**config.mk**
```make
export PLATFORM = sky130hd
export DESIGN_NAME = ifetch
export DESIGN_NICKNAME = d
export VERILOG_FILES = /design/src/rtl/ifetch_pkg.sv /design/src/rtl/ifetch_npc.sv /design/src/rtl/ifetch.sv
export SDC_FILE = /design/constraint.sdc
export NUM_CORES = 1
export LEC_CHECK = 0
export BUFFER_PORTS_ARGS = -buffer_cell sky130_fd_sc_hd__buf_2
export CORE_MARGIN = 1
export CORE_UTILIZATION = 54
export DETAILED_ROUTE_END_ITERATION = 10
export MAX_ROUTING_LAYER = met4
export PLACE_DENSITY = 0.85
export SLEW_MARGIN = 20
export SYNTH_ARGS = -nofsm -noshare
export SYNTH_HDL_FRONTEND = slang
export SYNTH_SLANG_ARGS = --single-unit
```
**constraint.sdc**
```tcl
create_clock -name clk -period 3.5 [get_ports clk]
set_input_delay 0.175 -clock clk [delete_from_list [all_inputs] [get_ports clk]]
set_output_delay 0.175 -clock clk [all_outputs]
set_load 0.01 [all_outputs]
```
**src/rtl/ifetch_pkg.sv**
```systemverilog
// Shared types and constants for the instruction fetch stage.
package ifetch_pkg;

  localparam int unsigned XLEN          = 32;
  localparam logic [XLEN-1:0] NOP_INST  = 32'h0000_0000;
  localparam int unsigned MEM_BYTES_DEF = 512;

  typedef enum logic {
    RUN   = 1'b0,
    FAULT = 1'b1
  } fetch_state_t;

endpackage : ifetch_pkg

```
**src/rtl/ifetch_npc.sv**
```systemverilog
// Next-PC selection and fetch legality check for the fetch stage.
module ifetch_npc
  import ifetch_pkg::*;
#(
  parameter logic [XLEN-1:0] MEM_BYTES = 32'(MEM_BYTES_DEF)
) (
  input  logic [XLEN-1:0] i_pc,
  input  logic            i_br_valid,
  input  logic [XLEN-1:0] i_br_target,
  output logic [XLEN-1:0] o_next_pc,
  output logic [XLEN-1:0] o_pc_plus4,
  output logic            o_illegal
);

  logic [XLEN-1:0] w_pc_plus4;

  assign w_pc_plus4 = i_pc + 32'd4;
  assign o_pc_plus4 = w_pc_plus4;

  // A redirect target is accepted blindly; it is only checked once it becomes the fetch PC.
  assign o_next_pc  = i_br_valid ? i_br_target : w_pc_plus4;
  assign o_illegal  = (i_pc[1:0] != 2'b00) || (i_pc >= MEM_BYTES);

endmodule : ifetch_npc

```
**src/rtl/ifetch.sv**
```systemverilog
// Instruction fetch stage: owns the PC, reads instruction memory and fills the IF/ID register.
module ifetch
  import ifetch_pkg::*;
#(
  parameter logic [XLEN-1:0] RESET_PC  = 32'h0000_0000,
  parameter int unsigned     MEM_BYTES = MEM_BYTES_DEF,
  parameter logic [XLEN-1:0] NOP       = NOP_INST
) (
  input  logic            clk,
  input  logic            rst_n,
  output logic [XLEN-1:0] im_addr,
  input  logic [XLEN-1:0] im_data,
  input  logic            br_valid,
  input  logic [XLEN-1:0] br_target,
  input  logic            id_ready,
  output logic            if_valid,
  output logic [XLEN-1:0] if_inst,
  output logic [XLEN-1:0] if_pc,
  output logic [XLEN-1:0] if_pc4,
  output logic            fault,
  output logic [XLEN-1:0] fault_addr,
  output logic [XLEN-1:0] fetch_cnt
);

  fetch_state_t    r_state;
  fetch_state_t    w_state_next;
  logic [XLEN-1:0] r_pc;
  logic            r_valid;
  logic [XLEN-1:0] r_inst;
  logic [XLEN-1:0] r_if_pc;
  logic [XLEN-1:0] r_if_pc4;
  logic            r_fault;
  logic [XLEN-1:0] r_fault_addr;
  logic [XLEN-1:0] r_fetch_cnt;

  logic [XLEN-1:0] w_next_pc;
  logic [XLEN-1:0] w_pc_plus4;
  logic            w_illegal;
  logic            w_adv;
  logic            w_redirect;
  logic            w_take_fault;
  logic            w_fetch;

  ifetch_npc #(
    .MEM_BYTES (32'(MEM_BYTES))
  ) u_npc (
    .i_pc        (r_pc),
    .i_br_valid  (br_valid),
    .i_br_target (br_target),
    .o_next_pc   (w_next_pc),
    .o_pc_plus4  (w_pc_plus4),
    .o_illegal   (w_illegal)
  );

  always_ff @(posedge clk or negedge rst_n) begin
    if (!rst_n) begin
      r_state <= RUN;
    end else begin
      r_state <= w_state_next;
    end
  end

  // Priority within RUN: redirect, then fault detection, then advance; otherwise hold.
  always_comb begin
    w_state_next = r_state;
    w_adv        = 1'b0;
    w_redirect   = 1'b0;
    w_take_fault = 1'b0;
    w_fetch      = 1'b0;
    case (r_state)
      RUN: begin
        w_adv = !r_valid || id_ready;
        if (br_valid) begin
          w_redirect = 1'b1;
        end else if (w_adv && w_illegal) begin
          w_take_fault = 1'b1;
          w_state_next = FAULT;
        end else if (w_adv) begin
          w_fetch = 1'b1;
        end
      end
      FAULT: begin
        w_state_next = FAULT;
      end
    endcase
  end

  always_ff @(posedge clk or negedge rst_n) begin
    if (!rst_n) begin
      r_pc         <= RESET_PC;
      r_valid      <= 1'b0;
      r_inst       <= NOP;
      r_if_pc      <= '0;
      r_if_pc4     <= '0;
      r_fault      <= 1'b0;
      r_fault_addr <= '0;
      r_fetch_cnt  <= '0;
    end else begin
      if (w_redirect) begin
        r_pc    <= w_next_pc;
        r_valid <= 1'b0;
        r_inst  <= NOP;
      end else if (w_take_fault) begin
        r_fault      <= 1'b1;
        r_fault_addr <= r_pc;
        r_valid      <= 1'b0;
        r_inst       <= NOP;
      end else if (w_fetch) begin
        r_inst      <= im_data;
        r_if_pc     <= r_pc;
        r_if_pc4    <= w_pc_plus4;
        r_valid     <= 1'b1;
        r_pc        <= w_next_pc;
        r_fetch_cnt <= r_fetch_cnt + 32'd1;
      end
    end
  end

  assign im_addr    = r_pc;
  assign if_valid   = r_valid;
  assign if_inst    = r_inst;
  assign if_pc      = r_if_pc;
  assign if_pc4     = r_if_pc4;
  assign fault      = r_fault;
  assign fault_addr = r_fault_addr;
  assign fetch_cnt  = r_fetch_cnt;

endmodule : ifetch

```
# After elaboration in Yosys (flattened, before gate mapping)
# Index checks and enable logic that the tools add are counted.
# totals
ff_bits	195
out_inout_bits	194
# classes
add_sub_neg	2
magnitude_cmp	1
n_eq_ne	1
n_mux	20
bitwise	3
reduce_logical	10
# ops
cell	count
two-way mux 32 bit	7
adder 32 x 1 -> 32 bit, second input constant	1
adder 32 x 3 -> 32 bit, second input constant	1
>= comparator 32 x 10 -> 1 bit, second input constant	1
two-way mux 1 bit	12
AND reduction 2 bit	2
nonzero test 2 bit	2
inverter 1 bit	3
AND reduction 3 bit	1
nonzero test 3 bit	1
logical OR 1 bit	2
inequality test 2 bit, second input constant	1
one-hot mux 1 bit (2 select lines)	1
logical AND 1 bit	1
zero test 1 bit	1

# Depth between registers and ports, before layout
# Gate-level depths: netlist of run 1.
# logic_depth
ltp_word	9
ltp_mapped	8
ltp_nobuf	6

# By module
# A second synthesis of run 1 with hierarchy kept.
# hier_totals
hier_cells	680
hier_area_um2	8799.7
# by_module_without_submodules
mod	instances	cells_each	area_each_um2	seq_area_each_um2
ifetch	1	491	7547.2	4879.7
ifetch_npc	1	189	1252.5	0.0

# Worst setup path after synthesis of run 1
# Ideal clock, no wire load.
# synth_timing
path_kind	reg2reg
start	reg r_pc[9], in the netlist im_addr[9]
end	reg r_fetch_cnt[29], in the netlist fetch_cnt[29]
arrival_time_ns	1.971
required_ns	3.421
slack_ns	1.450
stages_incl_launch_ff	7
n_path_buf	1
synth_period_minus_slack_ns	2.050
path_cell_list	dfrtp_1 > nor4_4 > nand3_1 > or4_4 > buf_6 > nor4_4 > xor2_1
# synth_via
elab_chain_cells	8
elab_cells_between_ends	11
cone_classes	order compare: 1; mux: 6; bitwise: 1; reduce/logical: 3
# synth_rtl
item	line	source
from (decl)	ifetch.sv:27	logic [XLEN-1:0] r_pc;
from (signal assigned)	ifetch.sv:100	r_pc <= w_next_pc;
from (signal assigned)	ifetch.sv:113	r_pc <= w_next_pc;
>= comparator 32 x 10 -> 1 bit (*)	ifetch_npc.sv:22	assign o_illegal = (i_pc[1:0] != 2'b00) || (i_pc >= MEM_BYTES);
logical OR 1 bit (*)	ifetch_npc.sv:22	
logical AND 1 bit (*)	ifetch.sv:75	end else if (w_adv && w_illegal) begin
two-way mux 1 bit	ifetch.sv:75	
two-way mux 1 bit	ifetch.sv:73	if (br_valid) begin
two-way mux 1 bit	ifetch.sv:70	case (r_state)
inverter 1 bit (no line)	--	
AND reduction 3 bit (no line) (*)	--	
to (signal assigned)	ifetch.sv:114	r_fetch_cnt <= r_fetch_cnt + 32'd1;
to (decl)	ifetch.sv:34	logic [XLEN-1:0] r_fetch_cnt;
# Mark *: on every way between the ends. The rest lies on a longest branch, timed or not.
# A chain may end at the register's enable or synchronous reset.

# Worst setup path after layout of run 1
# layout_timing
start	reg r_valid, in the netlist if_valid
end	reg r_if_pc4[2], in the netlist if_pc4[2]
# layout_via
elab_chain_cells	8
elab_cells_between_ends	12
cone_classes	mux: 7; bitwise: 1; reduce/logical: 4
# layout_rtl
item	line	source
from (decl)	ifetch.sv:28	logic r_valid;
from (signal assigned)	ifetch.sv:91	r_valid <= 1'b0;
from (signal assigned)	ifetch.sv:101	r_valid <= 1'b0;
from (signal assigned)	ifetch.sv:106	r_valid <= 1'b0;
zero test 1 bit (*)	ifetch.sv:72	w_adv = !r_valid || id_ready;
logical OR 1 bit (*)	ifetch.sv:72	
logical AND 1 bit	ifetch.sv:75	
two-way mux 1 bit	ifetch.sv:75	
two-way mux 1 bit	ifetch.sv:73	
two-way mux 1 bit	ifetch.sv:70	
inverter 1 bit (no line)	--	
AND reduction 3 bit (no line) (*)	--	
to (signal assigned)	ifetch.sv:111	r_if_pc4 <= w_pc_plus4;
to (decl)	ifetch.sv:31	logic [XLEN-1:0] r_if_pc4;
# Marked as above.

==> impl_metrics.csv, run 1 <==
group,metric,value,unit
run_status,status,"finished, final reports clean",
clock_network,cts_tree,"yes",
final_layout,multi_input_area,2720,um^2
yosys,async_reset_ff_share,100,%
floorplan,core-area,13900,um^2
timing,fin_crit_sh,76.0,%
floorplan,io_pins,262,
floorplan,rows,43,
pwr,p_leak,5.46,nW
yosys,ys_warn_count,0,
critical_path,path_max_fanout,41,
timing,finalCriticalPeriod,2.66,ns
global_route,track_usage,28.8,%
timing,relSlewSlack,35.3,%
critical_path,end_kind,"flop",
final_layout,fill_cells,920,
floorplan,die_w,122,um
clock_network,ctsResizeCount,0,
yosys,syn_area_per_cell,11.8,um^2
routing,dr.pass1.iters,6,
global_route,grt_overflow,0,
final_layout,layout-drive-gt1-share,36.2,%
yosys,yosysUniqueCellTypes,44,
yosys,syn-num-nets,727,
pwr,power,4.78,mW
timing,rsz0062_at_grt,"false",
final_layout,utilization,73.6,%
global_route,grt_max_degree,106,
critical_path,required,3.81,ns
final_layout,seqCellArea,4830,um^2
timing,setup_viol,0,
routing,vias,6298,
run,drv_cap,0,
floorplan,die_area,14800,um^2
routing,drt_iter0_drc,485,
routing,drc,0,
critical_path,path_cells,"nor2b_1, nor3_1, nand3_2, buf_4, mux2_1",
clock_network,htreeDepth,4,
placed_design,dp_slack,0.972,ns
yosys,syn-instance-count,656,
critical_path,critPathKind,"reg -> reg",
clock_network,cts_buffers,17,
floorplan,die_y,122,um
clock_network,cts_buffer_depth,2,
critical_path,crit_family,"simple AND/OR/NAND/NOR gates",
clock_network,clock_latency,0.43,ns
final_layout,final_common_cell,"buf_2",
final_layout,finalNonFillerCells,1146,
clock_network,cts_root_buf,"clkbuf_16",
worst_hold_path,min_path_type,"in -> reg",
floorplan,start_util,55.5,%
placed_design,gp_congestion,0.883,
timing,layout_setup_ws,0.842,ns
timing,hold_viol,0,
timing,slew_viol_final,0,
timing,worst_pin_slew,0.970,ns
critical_path,max_stage_delay,0.63,ns
clock_network,post_cts_buffers,0,
placed_design,portBuffers,261,
routing,final_antenna_net_count,0,
final_layout,final_cell_mix,"260 x buf_2, 193 x dfrtp_1, 90 x nand2_1",
global_route,grt_pass1_wl,31700,um
yosys,ys.flop_type,"dfrtp_1",
timing,max_freq,0.376,GHz
critical_path,worst_setup_path_start_kind,"flop",
pwr,cellPowerDensity,466,nW/um^2
placed_design,hpwl,13100,um
yosys,synth-edff-count,0,
clock_network,cts_sinks,193,
critical_path,slowest_stage,"nor3_1",
routing,wl_per_cell,17.5,um
routing,drt_wl_total,20000,um
placed_design,place_inst,1066,
routing,vias_per_cell,5.50,
yosys,yosysSeqAreaShare,62.4,%
critical_path,path_buf_inv,1,
global_route,antenna_found_initial,1,
pwr,peakVddDrop,334,uV
timing,finClkSkew,0.00904,ns
yosys,synth.cell_area,7740,um^2
global_route,grt_pass1_vias,6157,
timing,fin_setup_tns,0,ns
final_layout,area_growth,32.5,%
clock_network,clk_pin_slew_worst_paths,0.07,ns
critical_path,crit_arrival,2.97,ns
yosys,ys_ff_latch,193,
final_layout,nets,1023,
-- kinds of logic (layout without fill, tap and decap cells) --
family                   count (synthesis)  after routing  synth area share (%)
buffers and inverters                   50            359                  2.83
multiplexers                            35             35                  5.06
adder cells (fa/ha/maj)                  3              3                 0.485
AND/OR/NAND/NOR                        259            259                  17.9
AO/OA/AOI/OAI                           79             79                  7.15
XOR/XNOR                                37             37                  4.19
other                                    0              1                     0
flip-flops                             193            193                  62.4
-- metal layers --
metal	share of wire [%]	wire, um	track usage (%)
met1	42	8450	37.5
met2	48	9720	43.3
met3	5.8	1160	6.23
met4	3.5	707	13.7
met5	0	0	-
-- final cells by class --
| type | count | share of cell area (%) |
|---|---|---|
| clock inverter | 15 | 1.42 |
| clock buffer | 17 | 4.15 |
| sequential | 193 | 47.1 |
| inverter | 9 | 0.330 |
| antenna | 1 | 0.0244 |
| multi-input combinational | 413 | 26.5 |
| tap | 180 | 2.20 |
| timing repair buffer | 318 | 18.3 |
-- report_power, final --
group          leakage (nW)  total [mW]  switching, mW  internal [mW]
logic                  2.64       0.449          0.235          0.214
registers              2.55        2.44          0.111           2.33
clock network         0.278        1.89          0.887           1.00
-- metrics by stage --
step	area [um^2]	hold WS, ns
2_1_floorplan	7740	-0.121
3_3_place_gp	9210	0.324
3_5_place_dp	9210	0.322
4_1_cts	10200	0.00175
5_1_grt	10300	0.00159
6_report	10300	0.0136
-- worst min-delay path, cell delays in order --
cell and delay [ns]:
buf_2 0.10, nand2_1 0.06, o21ai_0 0.06
-- final timing paths --
| kind | start | end | slack [ns] | cells after the start |
|---|---|---|---|---|
| setup reg to reg | if_valid | if_pc4[2] | 0.84 | 5 |
| max in group asynchronous | rst_n | fetch_cnt[14] | 2.16 | 3 |
| hold / removal | br_target[22] | im_addr[22] | 0.01 | 3 |
| setup / recovery | if_valid | if_pc4[2] | 0.84 | 5 |
| hold reg to reg | fetch_cnt[31] | fetch_cnt[31] | 0.46 | 1 |
| min in group asynchronous | rst_n | fault_addr[5] | 0.40 | 2 |
-- state kept, by name (all words and copies together), names as in the netlist --
register    flops
if_inst        32
fetch_cnt      32
if_pc4         30
r_state         1
im_addr        32
if_valid        1
if_pc          32
fault           1
fault_addr     32
-- cells in the mapped netlist, types with 4 or more instances --
cell	n	share of area [%]
inv_1	9	0.44
nor2_1	26	1.3
buf_2	7	0.45
and2_1	48	3.9
and3_1	8	0.65
a21oi_1	13	0.84
nand2b_1	4	0.32
buf_4	4	0.39
mux2_2	32	4.7
nand2_1	90	4.4
xor2_1	15	1.7
o21ai_1	11	0.71
a22o_1	32	3.6
nor3_1	12	0.78
nor4_1	13	1.1
dfrtp_1	193	62
nand4_1	16	1.3
and4_1	6	0.68
clkbuf_1	28	1.4
xnor2_1	22	2.5
o21ai_0	8	0.52
nand3_1	21	1.4
-- what timing repair did --
action	4_1_cts	5_1_grt
hold buffers	47	0
endpoints found under the hold margin	148	0
setup endpoints to repair	0	0
Power figures use the tool's default switching activity.
==> inputs of run 2 (changes only) <==
--- a/config.mk
+++ b/config.mk
@@ -5,12 +5,13 @@
 export SDC_FILE = /design/constraint.sdc
 export NUM_CORES = 1
 export LEC_CHECK = 0
+export ABC_AREA = 1
 export BUFFER_PORTS_ARGS = -buffer_cell sky130_fd_sc_hd__buf_2
 export CORE_MARGIN = 1
-export CORE_UTILIZATION = 54
+export CORE_UTILIZATION = 47
 export DETAILED_ROUTE_END_ITERATION = 10
 export MAX_ROUTING_LAYER = met4
-export PLACE_DENSITY = 0.85
+export PLACE_DENSITY = 0.76
 export SLEW_MARGIN = 20
 export SYNTH_ARGS = -nofsm -noshare
 export SYNTH_HDL_FRONTEND = slang
==> constraint.sdc (replaced) <==
create_clock -name clk -period 2.2 [get_ports clk]
set_input_delay 0.11 -clock clk [delete_from_list [all_inputs] [get_ports clk]]
set_output_delay 0.11 -clock clk [all_outputs]
set_load 0.01 [all_outputs]
==> impl_metrics.csv, run 2 <==
group,metric,value,unit
run_status,status,"finished, final reports clean",
floorplan,start_util,48.0,%
floorplan,die_y,141,um
critical_path,required,2.53,ns
final_layout,area_growth,31.2,%
yosys,synth_most_common_cell,"nand2_1",
timing,finClkSkew,0.0129,ns
yosys,syn-instance-count,1172,
timing,finalCriticalPeriod,1.90,ns
global_route,grt_pass1_vias,8214,
yosys,syn_area_per_cell,7.69,um^2
timing,max_freq,0.526,GHz
routing,wl_per_cell,14.4,um
floorplan,die_w,141,um
clock_network,ctsResizeCount,0,
floorplan,core-area,18800,um^2
timing,relSlewSlack,55.1,%
worst_hold_path,min_path_type,"in -> reg",
placed_design,gp_congestion,0.984,
placed_design,hpwl,17800,um
clock_network,clock_latency,0.43,ns
critical_path,max_stage_delay,0.43,ns
final_layout,diodes,0,
critical_path,slowest_stage,"dfrtp_1",
final_layout,layout-drive-gt1-share,22.7,%
yosys,synthTopCellsByArea,"dfrtp_1 54%, nand2_1 19%, nor2_1 5.6%, nand3_1 5.0%, inv_1 4.8%",
yosys,synth-edff-count,0,
clock_network,cts_root_buf,"clkbuf_16",
critical_path,path_cells,"inv_2, nand2_1, nor2_1, nand2_1, nor2_2, nand3_2, buf_4, nand2_1, buf_12, nand2_1, nand2_1, inv_1",
floorplan,die_area,19700,um^2
global_route,antenna_found_initial,0,
timing,hold_viol,0,
yosys,yosysUniqueCellTypes,25,
pwr,peakVddDrop,517,uV
timing,setup_viol,0,
routing,final_antenna_net_count,0,
clock_network,post_cts_buffers,0,
clock_network,cts_tree,"yes",
routing,drt_iter0_drc,642,
timing,worst_pin_slew,0.674,ns
pwr,cellPowerDensity,599,nW/um^2
routing,vias,8650,
yosys,ys_ff_latch,193,
yosys,yosysSeqAreaShare,53.6,%
placed_design,place_area,10600,um^2
timing,fin_setup_tns,0,ns
clock_network,cts_buffer_depth,2,
critical_path,crit_top_cell,"nand2_1",
clock_network,cts_sinks,193,
pwr,p_leak,6.56,nW
yosys,yosysTopAreaCellShare,53.6,%
global_route,grt_overflow,0,
clock_network,htreeDepth,4,
final_layout,final_cell_mix,"454 x nand2_1, 260 x buf_2, 193 x dfrtp_1",
yosys,synth.cell_area,9020,um^2
global_route,track_usage,27.1,%
final_layout,design_area,11800,um^2
critical_path,path_max_fanout,40,
floorplan,rows,50,
global_route,grt_max_degree,81,
final_layout,nets,1560,
clock_network,cts_buffers,17,
critical_path,worst_setup_path_start_kind,"flop",
routing,dr.pass1.iters,8,
timing,rsz0062_at_grt,"false",
run,drv_cap,0,
yosys,async_reset_ff_share,100,%
final_layout,final_common_cell,"nand2_1",
yosys,syn-num-nets,1243,
pwr,power,7.08,mW
yosys,yosys.area.top_type,"dfrtp_1",
yosys,ys.flop_type,"dfrtp_1",
routing,drc,0,
routing,vias_per_cell,4.99,
clock_network,clk_pin_slew_worst_paths,0.08,ns
critical_path,crit_arrival,2.23,ns
placed_design,portBuffers,261,
timing,slew_viol_final,0,
floorplan,io_pins,262,
routing,drt_wl_total,25000,um
critical_path,end_kind,"flop",
global_route,grt_pass1_wl,40900,um
critical_path,critPathKind,"reg -> reg",
timing,fin_crit_sh,86.5,%
yosys,synth.top_cells.by_count,"455 x nand2_1, 193 x dfrtp_1, 134 x nor2_1, 116 x inv_1, 90 x nand3_1",
yosys,ys_warn_count,0,
## run 2: cell types whose count changed in the layout (fill, tap and decap cells not counted), moves of 21 or more
cell | previous run | this run
a22o_1 | 32 | 0
xnor2_1 | 22 | 1
nor2_1 | 25 | 134
and2_1 | 48 | 0
mux2_2 | 32 | 0
nand2_1 | 90 | 454
nand3_1 | 20 | 90
o21ai_0 | 8 | 58
inv_1 | 9 | 116
## run 2: worst paths after layout
check | endpoint | cells past startpoint | start | slack, ns
max | im_addr[23] | 12 | im_addr[11] | 0.30
min | im_addr[3] | 5 | br_target[3] | 0.01
max reg2reg | im_addr[23] | 12 | im_addr[11] | 0.30
min reg2reg | fault | 2 | fault | 0.47
max in group asynchronous | if_pc[21] | 3 | rst_n | 1.16
min in group asynchronous | if_pc[12] | 2 | rst_n | 0.28
## run 2: final cells by class
class | instances | area (um^2)
repair buffers | 346 | 2170
flip-flops and latches | 193 | 4830
multi-input cells | 808 | 3450
inverters | 123 | 464
clock inverters | 14 | 196
well taps | 234 | 293
clock buffers | 17 | 425
fillers | 1637 | 6940
## run 2: worst max-delay path: cells and delay by family (launching register included)
| kind | cells | cell delay (ns) |
|---|---|---|
| buf+inv | 4 | 0.55 |
| simple gates | 8 | 0.81 |
| flops | 1 | 0.43 |
## run 2: per-layer routing
layer  global-route usage (%)  vias to the layer above  part of all wire [%]
met5                        -                        -                     0
met4                     8.58                        0                   2.3
met3                     5.26                       43                   6.8
met2                     43.9                      356                    48
met1                     34.2                     4030                    43
li1                         -                     4221                     -
## run 2: stage by stage
stage / cells / setup slack [ns] / util, % / hold WS, ns
2_1_floorplan: 1172 / 0.567 / - / -0.186
3_3_place_gp: 1648 / 0.381 / 56.7 / 0.203
3_5_place_dp: 1648 / 0.346 / 56.7 / 0.202
4_1_cts: 1735 / 0.320 / 63.0 / 0.00312
5_1_grt: 1735 / 0.119 / 63.0 / 0.0272
6_report: 1735 / 0.298 / 63.0 / 0.0123
## run 2: what timing repair did
item,CTS,global route
endpoints found under the hold margin,130,0
hold buffers,56,0
setup endpoints to repair,0,0
## run 2: logic make-up after synthesis
| family | share of synthesized area (%) |
|---|---|
| AND/OR/NAND/NOR | 32.3 |
| flip-flops | 53.6 |
| buffers and inverters | 8.16 |
| AO/OA/AOI/OAI | 3.89 |
| XOR/XNOR | 1.65 |
| adder cells (fa/ha/maj) | 0.416 |
## run 2: power by group
group | switching (mW) | internal (mW)
clock | 1.43 | 1.83
combinational | 0.136 | 0.138
sequential | 0 | 3.55
==> inputs of run 3 (changes only) <==
--- a/config.mk
+++ b/config.mk
@@ -6,7 +6,7 @@
 export NUM_CORES = 1
 export LEC_CHECK = 0
 export ABC_AREA = 1
-export BUFFER_PORTS_ARGS = -buffer_cell sky130_fd_sc_hd__buf_2
+export BUFFER_PORTS_ARGS = -buffer_cell sky130_fd_sc_hd__clkbuf_2
 export CORE_MARGIN = 1
 export CORE_UTILIZATION = 47
 export DETAILED_ROUTE_END_ITERATION = 10
==> impl_metrics.csv, run 3 (same netlist as run 2, synthesis figures left out) <==
group,metric,value,unit
run_status,status,"finished, final reports clean",
timing,relSlewSlack,62.4,%
timing,rsz0062_at_grt,"false",
floorplan,start_util,48.0,%
floorplan,io_pins,262,
routing,vias_per_cell,4.95,
worst_hold_path,hold_start,"br_target[5]",
routing,drc,0,
final_layout,final_cell_mix,"454 x nand2_1, 260 x clkbuf_2, 193 x dfrtp_1",
clock_network,clk_pin_slew_worst_paths,0.08,ns
floorplan,die_w,141,um
final_layout,layout-drive-gt1-share,22.6,%
routing,dr.pass1.iters,5,
floorplan,core-area,18800,um^2
clock_network,cts_tree,"yes",
critical_path,crit_top_cell,"nand2_1",
clock_network,post_cts_buffers,0,
routing,drt_wl_total,24700,um
final_layout,seqCellArea,4830,um^2
critical_path,timing.rr.end,"fetch_cnt[13]",
critical_path,path_cells,"inv_2, nand2_1, nor2_1, nand2_1, nor2_2, nand3_2, inv_4, buf_12, nand2_1, o21ai_1",
clock_network,htreeDepth,4,
global_route,grt_pass1_wl,40000,um
timing,fin_crit_sh,87.6,%
run,drv_cap,0,
pwr,cellPowerDensity,584,nW/um^2
critical_path,reg2regPathDepth,10,
clock_network,ctsResizeCount,0,
critical_path,end_kind,"flop",
final_layout,finalNonFillerCells,1733,
critical_path,reg2reg_from,"im_addr[11]",
timing,layout_setup_ws,0.273,ns
critical_path,regToRegSetupSlack,0.27,ns
pwr,seqPwrFrac,51.7,%
timing,hold_viol,0,
final_layout,nets,1557,
critical_path,worst_setup_path_start_kind,"flop",
timing,fin_setup_tns,0,ns
critical_path,path_max_fanout,49,
placed_design,hpwl,17500,um
final_layout,area_growth,30.2,%
timing,finalCriticalPeriod,1.93,ns
critical_path,max_stage_delay,0.45,ns
pwr,swShare,24.1,%
clock_network,cts_root_buf,"clkbuf_16",
floorplan,die_y,141,um
global_route,track_usage,26.6,%
critical_path,path_buf_inv,3,
final_layout,diodes,0,
timing,max_freq,0.519,GHz
worst_hold_path,min_path_type,"in -> reg",
routing,wl_per_cell,14.2,um
clock_network,cts_buffers,17,
critical_path,critPathKind,"reg -> reg",
floorplan,die_area,19700,um^2
global_route,grt_pass1_vias,7990,
worst_hold_path,whs_path_depth,5,
timing,finClkSkew,0.0184,ns
final_layout,multi_input_area,3450,um^2
pwr,clkPwrFrac,44.3,%
pwr,p_int,5.20,mW
final_layout,final_common_cell,"nand2_1",
clock_network,cts_sinks,193,
routing,final_antenna_net_count,0,
timing,holdWs,0.0111,ns
pwr,switching_power,1.65,mW
timing,worst_pin_slew,0.564,ns
critical_path,slowest_stage,"dfrtp_1",
global_route,grt_overflow,0,
global_route,antenna_found_initial,0,
floorplan,rows,50,
pwr,combPwrFrac,4.0,%
clock_network,cts_buffer_depth,2,
placed_design,place_inst,1645,
placed_design,gp_congestion,0.957,
global_route,grt_max_degree,70,
final_layout,utilization,62.5,%
routing,drt_iter0_drc,545,
pwr,peakVddDrop,528,uV
pwr,p_leak,6.54,nW
worst_hold_path,whs_endpoint,"im_addr[5]",
critical_path,required,2.55,ns
critical_path,crit_family,"buffers and inverters",
routing,vias,8576,
critical_path,crit_arrival,2.28,ns
placed_design,dp_slack,0.284,ns
placed_design,portBuffers,261,
clock_network,clock_latency,0.43,ns
timing,setup_viol,0,
final_layout,fill_cells,1647,
timing,slew_viol_final,0,
-- run 3: cell types whose count changed in the layout (fill, tap and decap cells not counted) --
cell | previous run | this run
buf_2 | 260 | 0
inv_8 | 3 | 2
inv_6 | 3 | 5
buf_12 | 6 | 3
clkbuf_2 | 0 | 260
bufinv_16 | 3 | 0
clkinv_8 | 1 | 4
-- run 3: timing repair --
item	in CTS	in global routing
endpoints found under the hold margin	119	0
hold buffers	56	0
endpoints found under the setup margin	0	0
-- run 3: power groups by stage --
| stage | clock network [mW] | registers (mW) | logic (mW) |
|---|---|---|---|
| after floorplan | 0 | 3.62 | 0.0413 |
| after global placement | 0 | 3.61 | 0.196 |
| after detailed placement | 0 | 3.61 | 0.197 |
| after CTS | 3.11 | 3.54 | 0.276 |
| after global routing | 3.25 | 3.54 | 0.302 |
| final | 3.04 | 3.54 | 0.272 |
-- run 3: how the worst max path moves through the flow --
stage	from	to	slack, ns	cells after the start
finish	im_addr[11]	fetch_cnt[13]	0.27	10
global route	im_addr[15]	fetch_cnt[5]	0.03	8
CTS	im_addr[11]	fetch_cnt[13]	0.26	10
detailed placement	im_addr[11]	fetch_cnt[13]	0.28	10
global placement	im_addr[29]	fetch_cnt[7]	0.32	8
floorplan	fetch_cnt[0]	fetch_cnt[30]	0.57	10
-- run 3: tightest hold or removal path: stages --
cell      delay [ns]
clkbuf_2        0.08
nand2_1         0.05
nand2_1         0.05
nand2_1         0.04
o21ai_0         0.06
-- run 3: layer usage --
metal / GRT usage, % / part of all wire [%] / wire length, um / up-vias
li1: - / - / - / 4214
met1: 33.7 / 43 / 10700 / 3966
met2: 42.1 / 47 / 11500 / 351
met3: 5.13 / 6.9 / 1710 / 45
met4: 10.4 / 2.8 / 699 / 0
met5: - / 0 / 0 / -
-- run 3: cell type report --
type	count	share of cell area [%]
Sequential cell	193	41.2
Multi-Input combinational cell	808	29.4
Timing Repair Buffer	343	18.0
Inverter	123	3.96
Clock buffer	17	3.62
Tap cell	234	2.49
Clock inverter	15	1.38
-- run 3: metrics by stage --
step / area, um^2 / power [mW]
after floorplan: 9020 / 3.66
after global placement: 10600 / 3.81
after detailed placement: 10600 / 3.81
after CTS: 11700 / 6.93
after global routing: 11700 / 7.09
final: 11700 / 6.85
